==> src/rtl/if_pkg.sv <==
// Shared types and constants for the instruction-fetch stage.
package if_pkg;

  typedef enum logic [1:0] {
    IDLE  = 2'd0,
    FETCH = 2'd1,
    DROP  = 2'd2,
    HOLD  = 2'd3
  } if_state_e;

  typedef enum logic [1:0] {
    PC_HOLD  = 2'd0,
    PC_INC   = 2'd1,
    PC_REDIR = 2'd2,
    PC_SAVED = 2'd3
  } pc_sel_e;

  localparam int IF_ID_W   = 64;
  localparam int NPC_MSB   = 63;
  localparam int NPC_LSB   = 32;
  localparam int INSTR_MSB = 31;
  localparam int INSTR_LSB = 0;

  localparam logic [31:0] NOP_INSTR = 32'h0;

endpackage

==> src/rtl/if_pc_unit.sv <==
// Program counter register and next-PC selection for the fetch stage.
module if_pc_unit
  import if_pkg::*;
#(
  parameter logic [31:0] RESET_PC = 32'h0000_0000,
  parameter int          PC_STEP  = 4
) (
  input  logic        clk,
  input  logic        reset,
  input  logic [1:0]  pc_sel,
  input  logic [31:0] redirect_pc,
  input  logic [31:0] saved_target,
  output logic [31:0] pc,
  output logic [31:0] pc_inc
);

  logic [31:0] pc_next;

  // Modulo-2^32 increment: the top word wraps silently to zero.
  assign pc_inc = pc + 32'(PC_STEP);

  always_comb begin
    pc_next = pc;
    case (pc_sel)
      PC_INC:   pc_next = pc_inc;
      PC_REDIR: pc_next = redirect_pc;
      PC_SAVED: pc_next = saved_target;
      default:  pc_next = pc;
    endcase
  end

  always_ff @(posedge clk) begin
    if (reset) pc <= RESET_PC;
    else       pc <= pc_next;
  end

endmodule

==> src/rtl/if_stage.sv <==
// Instruction-fetch stage: PC, imem req/ready fetch FSM and IF/ID bundle register.
// Optional build macro IF_PERF_CNT_EN adds fetch_cnt / bubble_cnt counters.
module if_stage
  import if_pkg::*;
#(
  parameter logic [31:0] RESET_PC = 32'h0000_0000,
  parameter int          PC_STEP  = 4
) (
  input  logic               clk,
  input  logic               reset,
  input  logic               stall,
  input  logic               redirect,
  input  logic [31:0]        redirect_pc,
  output logic               imem_req,
  output logic [31:0]        imem_addr,
  input  logic [31:0]        imem_rdata,
  input  logic               imem_ready,
  output logic [IF_ID_W-1:0] if_id_bundle,
  output logic               if_id_valid,
  output logic [1:0]         state_dbg
`ifdef IF_PERF_CNT_EN
  ,
  output logic [31:0]        fetch_cnt,
  output logic [31:0]        bubble_cnt
`endif
);

  // Handshake: a fetch completes on any rising edge where imem_req && imem_ready;
  // imem_addr is held constant from the rise of imem_req until that edge.

  if_state_e   state, state_next;
  pc_sel_e     pc_sel;
  logic [31:0] pc, pc_inc;
  logic [31:0] saved_target, saved_next;
  logic [31:0] hold_buf, hold_next;
  logic [31:0] redir_aligned;
  logic [31:0] instr_src;
  logic        load_valid, load_bubble;

  assign redir_aligned = redirect_pc & ~32'h3;
  assign imem_req      = (state == FETCH) || (state == DROP);
  assign imem_addr     = pc;
  assign state_dbg     = state;
  assign instr_src     = (state == HOLD) ? hold_buf : imem_rdata;

  if_pc_unit #(
    .RESET_PC (RESET_PC),
    .PC_STEP  (PC_STEP)
  ) u_pc (
    .clk          (clk),
    .reset        (reset),
    .pc_sel       (pc_sel),
    .redirect_pc  (redir_aligned),
    .saved_target (saved_target),
    .pc           (pc),
    .pc_inc       (pc_inc)
  );

  always_comb begin
    state_next  = state;
    pc_sel      = PC_HOLD;
    saved_next  = saved_target;
    hold_next   = hold_buf;
    load_valid  = 1'b0;
    load_bubble = 1'b0;
    case (state)
      IDLE: state_next = FETCH;
      FETCH: begin
        if (redirect) begin
          load_bubble = 1'b1;
          if (imem_ready) begin
            pc_sel = PC_REDIR;
          end else begin
            // Request stays on the bus with its old address until it is accepted.
            saved_next = redir_aligned;
            state_next = DROP;
          end
        end else if (imem_ready) begin
          if (!stall) begin
            load_valid = 1'b1;
            pc_sel     = PC_INC;
          end else begin
            hold_next  = imem_rdata;
            state_next = HOLD;
          end
        end else if (!stall) begin
          load_bubble = 1'b1;
        end
      end
      DROP: begin
        if (redirect) saved_next = redir_aligned;
        if (imem_ready) begin
          pc_sel     = redirect ? PC_REDIR : PC_SAVED;
          state_next = FETCH;
        end
      end
      HOLD: begin
        if (redirect) begin
          load_bubble = 1'b1;
          pc_sel      = PC_REDIR;
          state_next  = FETCH;
        end else if (!stall) begin
          load_valid = 1'b1;
          pc_sel     = PC_INC;
          state_next = FETCH;
        end
      end
      default: state_next = IDLE;
    endcase
  end

  always_ff @(posedge clk) begin
    if (reset) begin
      state        <= IDLE;
      saved_target <= 32'h0;
      hold_buf     <= 32'h0;
      if_id_bundle <= '0;
      if_id_valid  <= 1'b0;
    end else begin
      state        <= state_next;
      saved_target <= saved_next;
      hold_buf     <= hold_next;
      if (load_valid) begin
        if_id_bundle[NPC_MSB:NPC_LSB]     <= pc_inc;
        if_id_bundle[INSTR_MSB:INSTR_LSB] <= instr_src;
        if_id_valid                       <= 1'b1;
      end else if (load_bubble) begin
        if_id_bundle[NPC_MSB:NPC_LSB]     <= 32'h0;
        if_id_bundle[INSTR_MSB:INSTR_LSB] <= NOP_INSTR;
        if_id_valid                       <= 1'b0;
      end
    end
  end

`ifdef IF_PERF_CNT_EN
  always_ff @(posedge clk) begin
    if (reset) begin
      fetch_cnt  <= 32'h0;
      bubble_cnt <= 32'h0;
    end else begin
      if (load_valid)  fetch_cnt  <= fetch_cnt + 32'h1;
      if (load_bubble) bubble_cnt <= bubble_cnt + 32'h1;
    end
  end
`endif

endmodule
==> config.mk <==
export PLATFORM = sky130hd
export DESIGN_NAME = if_stage
export DESIGN_NICKNAME = d
export VERILOG_FILES = /design/src/rtl/if_pkg.sv /design/src/rtl/if_pc_unit.sv /design/src/rtl/if_stage.sv
export SDC_FILE = /design/constraint.sdc
export NUM_CORES = 1
export LEC_CHECK = 0
export ABC_AREA = 1
export CAP_MARGIN = 10
export CELL_PAD_IN_SITES_DETAIL_PLACEMENT = 1
export CELL_PAD_IN_SITES_GLOBAL_PLACEMENT = 1
export CORE_MARGIN = 1.5
export CORE_UTILIZATION = 32
export DETAILED_ROUTE_END_ITERATION = 12
export PLACE_DENSITY_LB_ADDON = 0.1
export SKIP_CTS_REPAIR_TIMING = 1
export SLEW_MARGIN = 20
export SYNTH_ARGS = -nofsm -noshare
export SYNTH_HDL_FRONTEND = slang
export SYNTH_SLANG_ARGS = --single-unit
==> constraint.sdc <==
create_clock -name clk -period 1.5 [get_ports clk]
set_input_delay 0.375 -clock clk [delete_from_list [all_inputs] [get_ports clk]]
set_output_delay 0.375 -clock clk [all_outputs]
set_load 0.05 [all_outputs]
**Word level (Yosys, flattened, before mapping)**

Cells that the tools add are included.

- $add $sub $neg: 1
- Eq/ne operators: 14
- Muxes and demuxes: 35
- Bitwise operators: 1
- Reduce and logical (&&, ||, !) cells: 8

Operators by type and width:

| cell | count |
|---|---|
| 2-to-1 mux 32 bit | 4 |
| 2-to-1 mux 64 bit | 2 |
| one-hot mux 32 bit (3 select lines) | 1 |
| one-hot mux 32 bit (2 select lines) | 1 |
| adder 32 x 3 -> 32 bit, second input constant | 1 |
| 2-to-1 mux 2 bit | 11 |
| 2-to-1 mux 1 bit | 12 |
| != test 3 bit, second input constant | 4 |
| == test 2 bit, second input constant | 4 |
| != test 2 bit, second input constant | 4 |
| one-hot mux 2 bit (4 select lines) | 1 |
| AND reduction 4 bit | 2 |
| one-hot mux 2 bit (3 select lines) | 1 |
| AND reduction 5 bit | 1 |
| == test 2 x 1 -> 1 bit, second input constant | 2 |
| one-hot mux 1 bit (2 select lines) | 2 |
| nonzero test 2 bit | 2 |
| nonzero test 3 bit | 1 |
| zero test 2 bit | 1 |
| logical OR 1 bit | 1 |
| NOT 1 bit | 1 |

- Flip-flop bits (word level): 163
- Output and inout port bits: 100
- Word-level logic and storage cells: 65

**Longest topological paths before layout**

- Depth after elaboration: 6
- Mapped depth: 13
- Mapped depth without buffers: 12

**Modules after synthesis**

A second synthesis with hierarchy kept.

- Cell total of the unflattened synthesis: 1,171
- Area, all modules: 8,279.2 um2

By module, submodules not included:

| module | times used | cells each | area an instance (um2) | sequential area each (um2) |
|---|---|---|---|---|
| if_stage | 1 | 755 | 5,708.0 | 2,582.5 |
| if_pc_unit | 1 | 416 | 2,571.2 | 640.6 |

**Least setup slack after synthesis**

No wires, ideal clock.

- Kind: flip-flop to flip-flop
- Start: register state[1] (netlist: state_dbg[1])
- End: register u_pc.pc[13]
- Arrival time: 1.949 ns
- Required time: 1.382 ns
- Slack: -0.567 ns
- Cell stages (with the launch flop): 13
- Period minus slack after synthesis: 2.067 ns
- Cells stage by stage: dfxtp_1 > inv_1 > ha_1 > nand3_2 > nand3_2 > buf_6 > nand3_2 > clkinv_2 > buf_6 > nand2_1 > nand2_1 > nor2_1 > nor2_1

- Cells in the longest elaborated chain, start to end: 4

Ends and longest elaborated chain:

| element | RTL line | RTL |
|---|---|---|
| start: declaration | if_stage.sv:31 | `if_state_e state, state_next;` |
| start signal: assignment | if_stage.sv:120 | `state <= state_next;` |
| == test 2 bit or == test 2 x 1 -> 1 bit (tied branches) | if_stage.sv:66 | `case (state)` |
| one-hot mux 2 bit (3 select lines) * | if_stage.sv:66 |  |
| == test 2 bit or == test 2 x 1 -> 1 bit (tied branches) | if_pc_unit.sv:24 | `case (pc_sel)` |
| one-hot mux 32 bit (3 select lines) or nonzero test 3 bit (tied branches) | - |  |
| end signal: assignment | if_pc_unit.sv:34 | `else pc <= pc_next;` |
| end: declaration | if_pc_unit.sv:13 | `output logic [31:0] pc,` |

Every way passes the cells marked *; elsewhere a longest branch is shown, timed or not.
A chain may end at the register's enable or synchronous reset.

**Worst setup path after layout**

- Start: register state[1] (netlist: state_dbg[1])
- End: register if_id_bundle[26]

- Cells in the longest elaborated chain, start to end: 3

Ends and longest elaborated chain:

| element | RTL line | RTL |
|---|---|---|
| == test 2 bit or == test 2 x 1 -> 1 bit (tied branches) | if_stage.sv:44, if_stage.sv:66 |  |
| one-hot mux 1 bit (2 select lines) or 2-to-1 mux 32 bit (tied branches) | if_stage.sv:66, if_stage.sv:44 |  |
| 2-to-1 mux 64 bit or nonzero test 2 bit (tied branches) | - |  |
| end signal: indexed assignment | if_stage.sv:124 | `if_id_bundle[NPC_MSB:NPC_LSB] <= pc_inc;` |
| end signal: indexed assignment | if_stage.sv:125 | `if_id_bundle[INSTR_MSB:INSTR_LSB] <= instr_src;` |
| end: declaration | if_stage.sv:18 | `output logic [IF_ID_W-1:0] if_id_bundle,` |

Several ways; a longest one is shown, not always the timed one.

==> reports/summary.json <==
{
  "status": "finished, violations left",
  "violations_in_the_final_reports": "negative setup slack",
  "insertion_delay_ns": 0.44,
  "critical_path_fanout_max": 8,
  "cap_viol_max_count": 0,
  "r2r-end": "if_id_bundle[26]",
  "timing.critical_path.arrival_ns": 2.16,
  "critPathSlowestCell": "sky130_fd_sc_hd__dfxtp_4",
  "worstHoldEndpoint": "if_id_bundle[0]",
  "layout_cell_share_with_drive_strength_beyond_1_pct": 33.8,
  "final_period_minus_worst_setup_slack_ns": 1.79,
  "cts_root_buf": "sky130_fd_sc_hd__clkbuf_16",
  "fmax_mhz": 557,
  "synthSimpleGateAreaFrac_pct": 27.6,
  "layout.core_utilization_pct": 57.3,
  "nets": 1463,
  "reg2regPathDepth": 11,
  "layout-area-overhead-vs-synth_pct": 74.0,
  "synthesis.area_mm2": 0.00753,
  "setup_repair_after_global_routing_missed_its_margin": "true",
  "worst_slew_margin_rel_pct": 66.3,
  "endpoint_kind": "flop",
  "regToRegSetupSlack_ns": -0.29,
  "min_delay_path_depth": 3,
  "core-area_mm2": 0.0228,
  "antenna_violations_before_repair": 0,
  "setup.worst_path.start": "state_dbg[1]",
  "holdWs_ns": 0.483,
  "die-width_um": 156,
  "ys.warnings.count": 0,
  "post_synth_main_area_contributors": "sky130_fd_sc_hd__dfxtp_1, sky130_fd_sc_hd__nand2_1, sky130_fd_sc_hd__o21ai_0, sky130_fd_sc_hd__a21oi_1, sky130_fd_sc_hd__nor2_1",
  "netlist.top_cell.by_area": "sky130_fd_sc_hd__dfxtp_1",
  "synthMuxAreaShare_pct": 0,
  "drc": 0,
  "sequential_to_total_area_share_from_yosys_stat_pct": 41.8,
  "final_cell_mix": "sky130_fd_sc_hd__nand2_1, sky130_fd_sc_hd__dfxtp_1, sky130_fd_sc_hd__buf_12",
  "boundaryPins": 169,
  "timing.critical_path.slowest_cell_delay_ns": 0.41,
  "syn_inst": 1134,
  "route.antenna.remaining_nets": 0,
  "final_min_period_over_clock_period_pct": 120,
  "synth_fa_ha_area_share_pct": 0.997,
  "vias_post_dr": 8602,
  "timing.setup.tns_ns": -28.64,
  "grt_start_max_net_pins": 76,
  "layout_commonest_cell": "sky130_fd_sc_hd__nand2_1",
  "tritoncts_buffer_count": 17,
  "critical_path_class": "flop to flop",
  "routed_wl_um": 31700,
  "timing.final.ws_setup_ns": -0.294,
  "holdCritStartpoint": "reset",
  "count_of_port_buffers_added_during_placement": 162,
  "worst_slew_pin_slew_ns": 0.504,
  "route.detailed.wl_per_inst_um": 18.5,
  "area_share_of_the_largest_cell_type_after_synthesis_pct": 41.8,
  "worstPathCellList": "inv_6 -> ha_4 -> nand2_4 -> nand2_4 -> buf_12 -> o211ai_4 -> nand3_4 -> clkinv_8 -> clkbuf_16 -> nand2_4 -> a21oi_2",
  "post_synth_xor_area_fraction_pct": 1.16,
  "placementRows": 55,
  "detailedRoute.firstIterationViolations": 411,
  "drv_slew": 0,
  "vdd.ir_drop.worst_mv": 0.731,
  "clkTransAtPathRegs_ns": 0.07,
  "p_leak_nw": 5.20,
  "stdcell_count": 1713,
  "die_height_um": 156,
  "gr-total-overflow": 0,
  "detail_route.vias_per_cell": 5.02,
  "finalSetupViolCount": 159,
  "grt_first_pass_wirelength_um": 44100,
  "clockBufferDepth": 2,
  "synth_cell_types": 32,
  "cts_tree": "built",
  "die_area_mm2": 0.0245,
  "synth_compound_gate_area_share_pct": 19.3,
  "final_hold_viol_count": 0,
  "fin_worst_skew_ns": 0.0129,
  "post-place-ws_ns": -0.677,
  "power_density_mw_per_mm2": 1160,
  "grt_pass1_vias": 8498,
  "start_util_pct": 32.9,
  "worstPathRequired_ns": 1.86,
  "htreeDepth": 4,
  "place_inst": 1653,
  "hpwl_um": 20600,
  "grt.total_usage_pct": 23.1,
  "timing.hold.worst.class": "input port to flop",
  "category_of_the_worst_setup_path_launch_point": "flop",
  "finalWeightedCongestion": 0.826,
  "clock-sinks": 157,
  "firstDrtPassIters": 4,
  "critPathMostFrequentCell": "sky130_fd_sc_hd__nand2_4",
  "synth-seq-cells": 157,
  "dominant_combinational_cell_family_by_area_after_synthesis": "simple AND/OR/NAND/NOR gates",
  "syn-mean-instance-area_um2": 6.64,
  "worst_r2r_startpoint": "state_dbg[1]",
  "diodes_inserted": 0
}
-- sequential cells by signal, summed over array words and instances, names as in the netlist --
name and cells:
hold_buf 32, state_dbg 2, if_id_valid 1, if_id_bundle 62
saved_target 30, u_pc.pc 30
-- metal layers --
metal	vias up	part of all wire, %	GRT usage [%]
met1	4198	44	28.8
met3	44	4.5	4.74
met5	-	0	0
li1	4159	-	-
met4	0	2.1	5.22
met2	201	49	40.8
-- worst max-delay path: cells and delay by family (launching register included) --
kind | cells | cell delay (ns)
simple gates | 4 | 0.36
compound gates | 2 | 0.24
fa+ha+maj | 1 | 0.17
buf+inv | 4 | 0.53
flops | 1 | 0.41
-- cells by family after synthesis --
family	after synthesis
AND/OR/NAND/NOR	518
XOR/XNOR	10
buffers and inverters	158
other	1
AO/OA/AOI/OAI	284
flip-flops	157
adder cells (fa/ha/maj)	6
-- where the power goes --
part,internal [mW],total [mW],switching [mW]
Clock,2.34,4.36,2.02
Combinational,2.55,5.71,3.17
Sequential,4.65,5.06,0.412
-- worst max-delay path by stage --
stage / cells after the start / slack [ns] / to
after floorplan: 13 / -0.14 / u_pc.pc[11]
after global placement: 11 / -0.62 / u_pc.pc[10]
after detailed placement: 12 / -0.68 / u_pc.pc[15]
after CTS: 3 / -0.32 / imem_req
after global routing: 11 / -0.36 / u_pc.pc[28]
final: 11 / -0.29 / if_id_bundle[26]
-- stage by stage --
| stage | cell area (µm²) | power [mW] |
|---|---|---|
| after floorplan | 7730 | 7.48 |
| after detailed placement | 11300 | 9.87 |
| after global placement | 11300 | 9.76 |
| after CTS | 11800 | 14.2 |
| after global routing | 13100 | 15.8 |
| final | 13100 | 15.1 |
-- synthesized netlist by cell type --
cell,instances
sky130_fd_sc_hd__ha_1,6
sky130_fd_sc_hd__o21ai_1,4
sky130_fd_sc_hd__nand2_4,3
sky130_fd_sc_hd__inv_1,86
sky130_fd_sc_hd__conb_1,1
sky130_fd_sc_hd__o211ai_2,1
sky130_fd_sc_hd__nor2_1,134
sky130_fd_sc_hd__and3_1,2
sky130_fd_sc_hd__clkinv_1,1
sky130_fd_sc_hd__nand3_1,33
sky130_fd_sc_hd__nand2_2,4
sky130_fd_sc_hd__nand3b_1,2
sky130_fd_sc_hd__nand4_1,10
sky130_fd_sc_hd__inv_2,1
sky130_fd_sc_hd__o21a_1,2
sky130_fd_sc_hd__o21bai_1,1
sky130_fd_sc_hd__a21boi_0,7
sky130_fd_sc_hd__xnor2_1,3
sky130_fd_sc_hd__buf_1,3
sky130_fd_sc_hd__buf_6,4
sky130_fd_sc_hd__clkinv_2,1
sky130_fd_sc_hd__nor2_2,1
sky130_fd_sc_hd__dfxtp_1,157
sky130_fd_sc_hd__nand2_1,325
sky130_fd_sc_hd__a21oi_1,122
sky130_fd_sc_hd__and2_1,1
sky130_fd_sc_hd__nand3_2,3
sky130_fd_sc_hd__o21ai_0,147
sky130_fd_sc_hd__buf_4,10
sky130_fd_sc_hd__clkbuf_1,34
sky130_fd_sc_hd__buf_2,18
sky130_fd_sc_hd__xor2_1,7
-- cell type report --
cell class,instances,area (µm²)
fill,2678,9750
multi-input combinational,822,4450
timing repair buffer,298,4070
sequential,157,3200
clock buffer,17,425
tap,313,392
inverter,89,377
clock inverter,14,153
timing repair inverter,3,28.8
(Power assumes the default switching activity.)
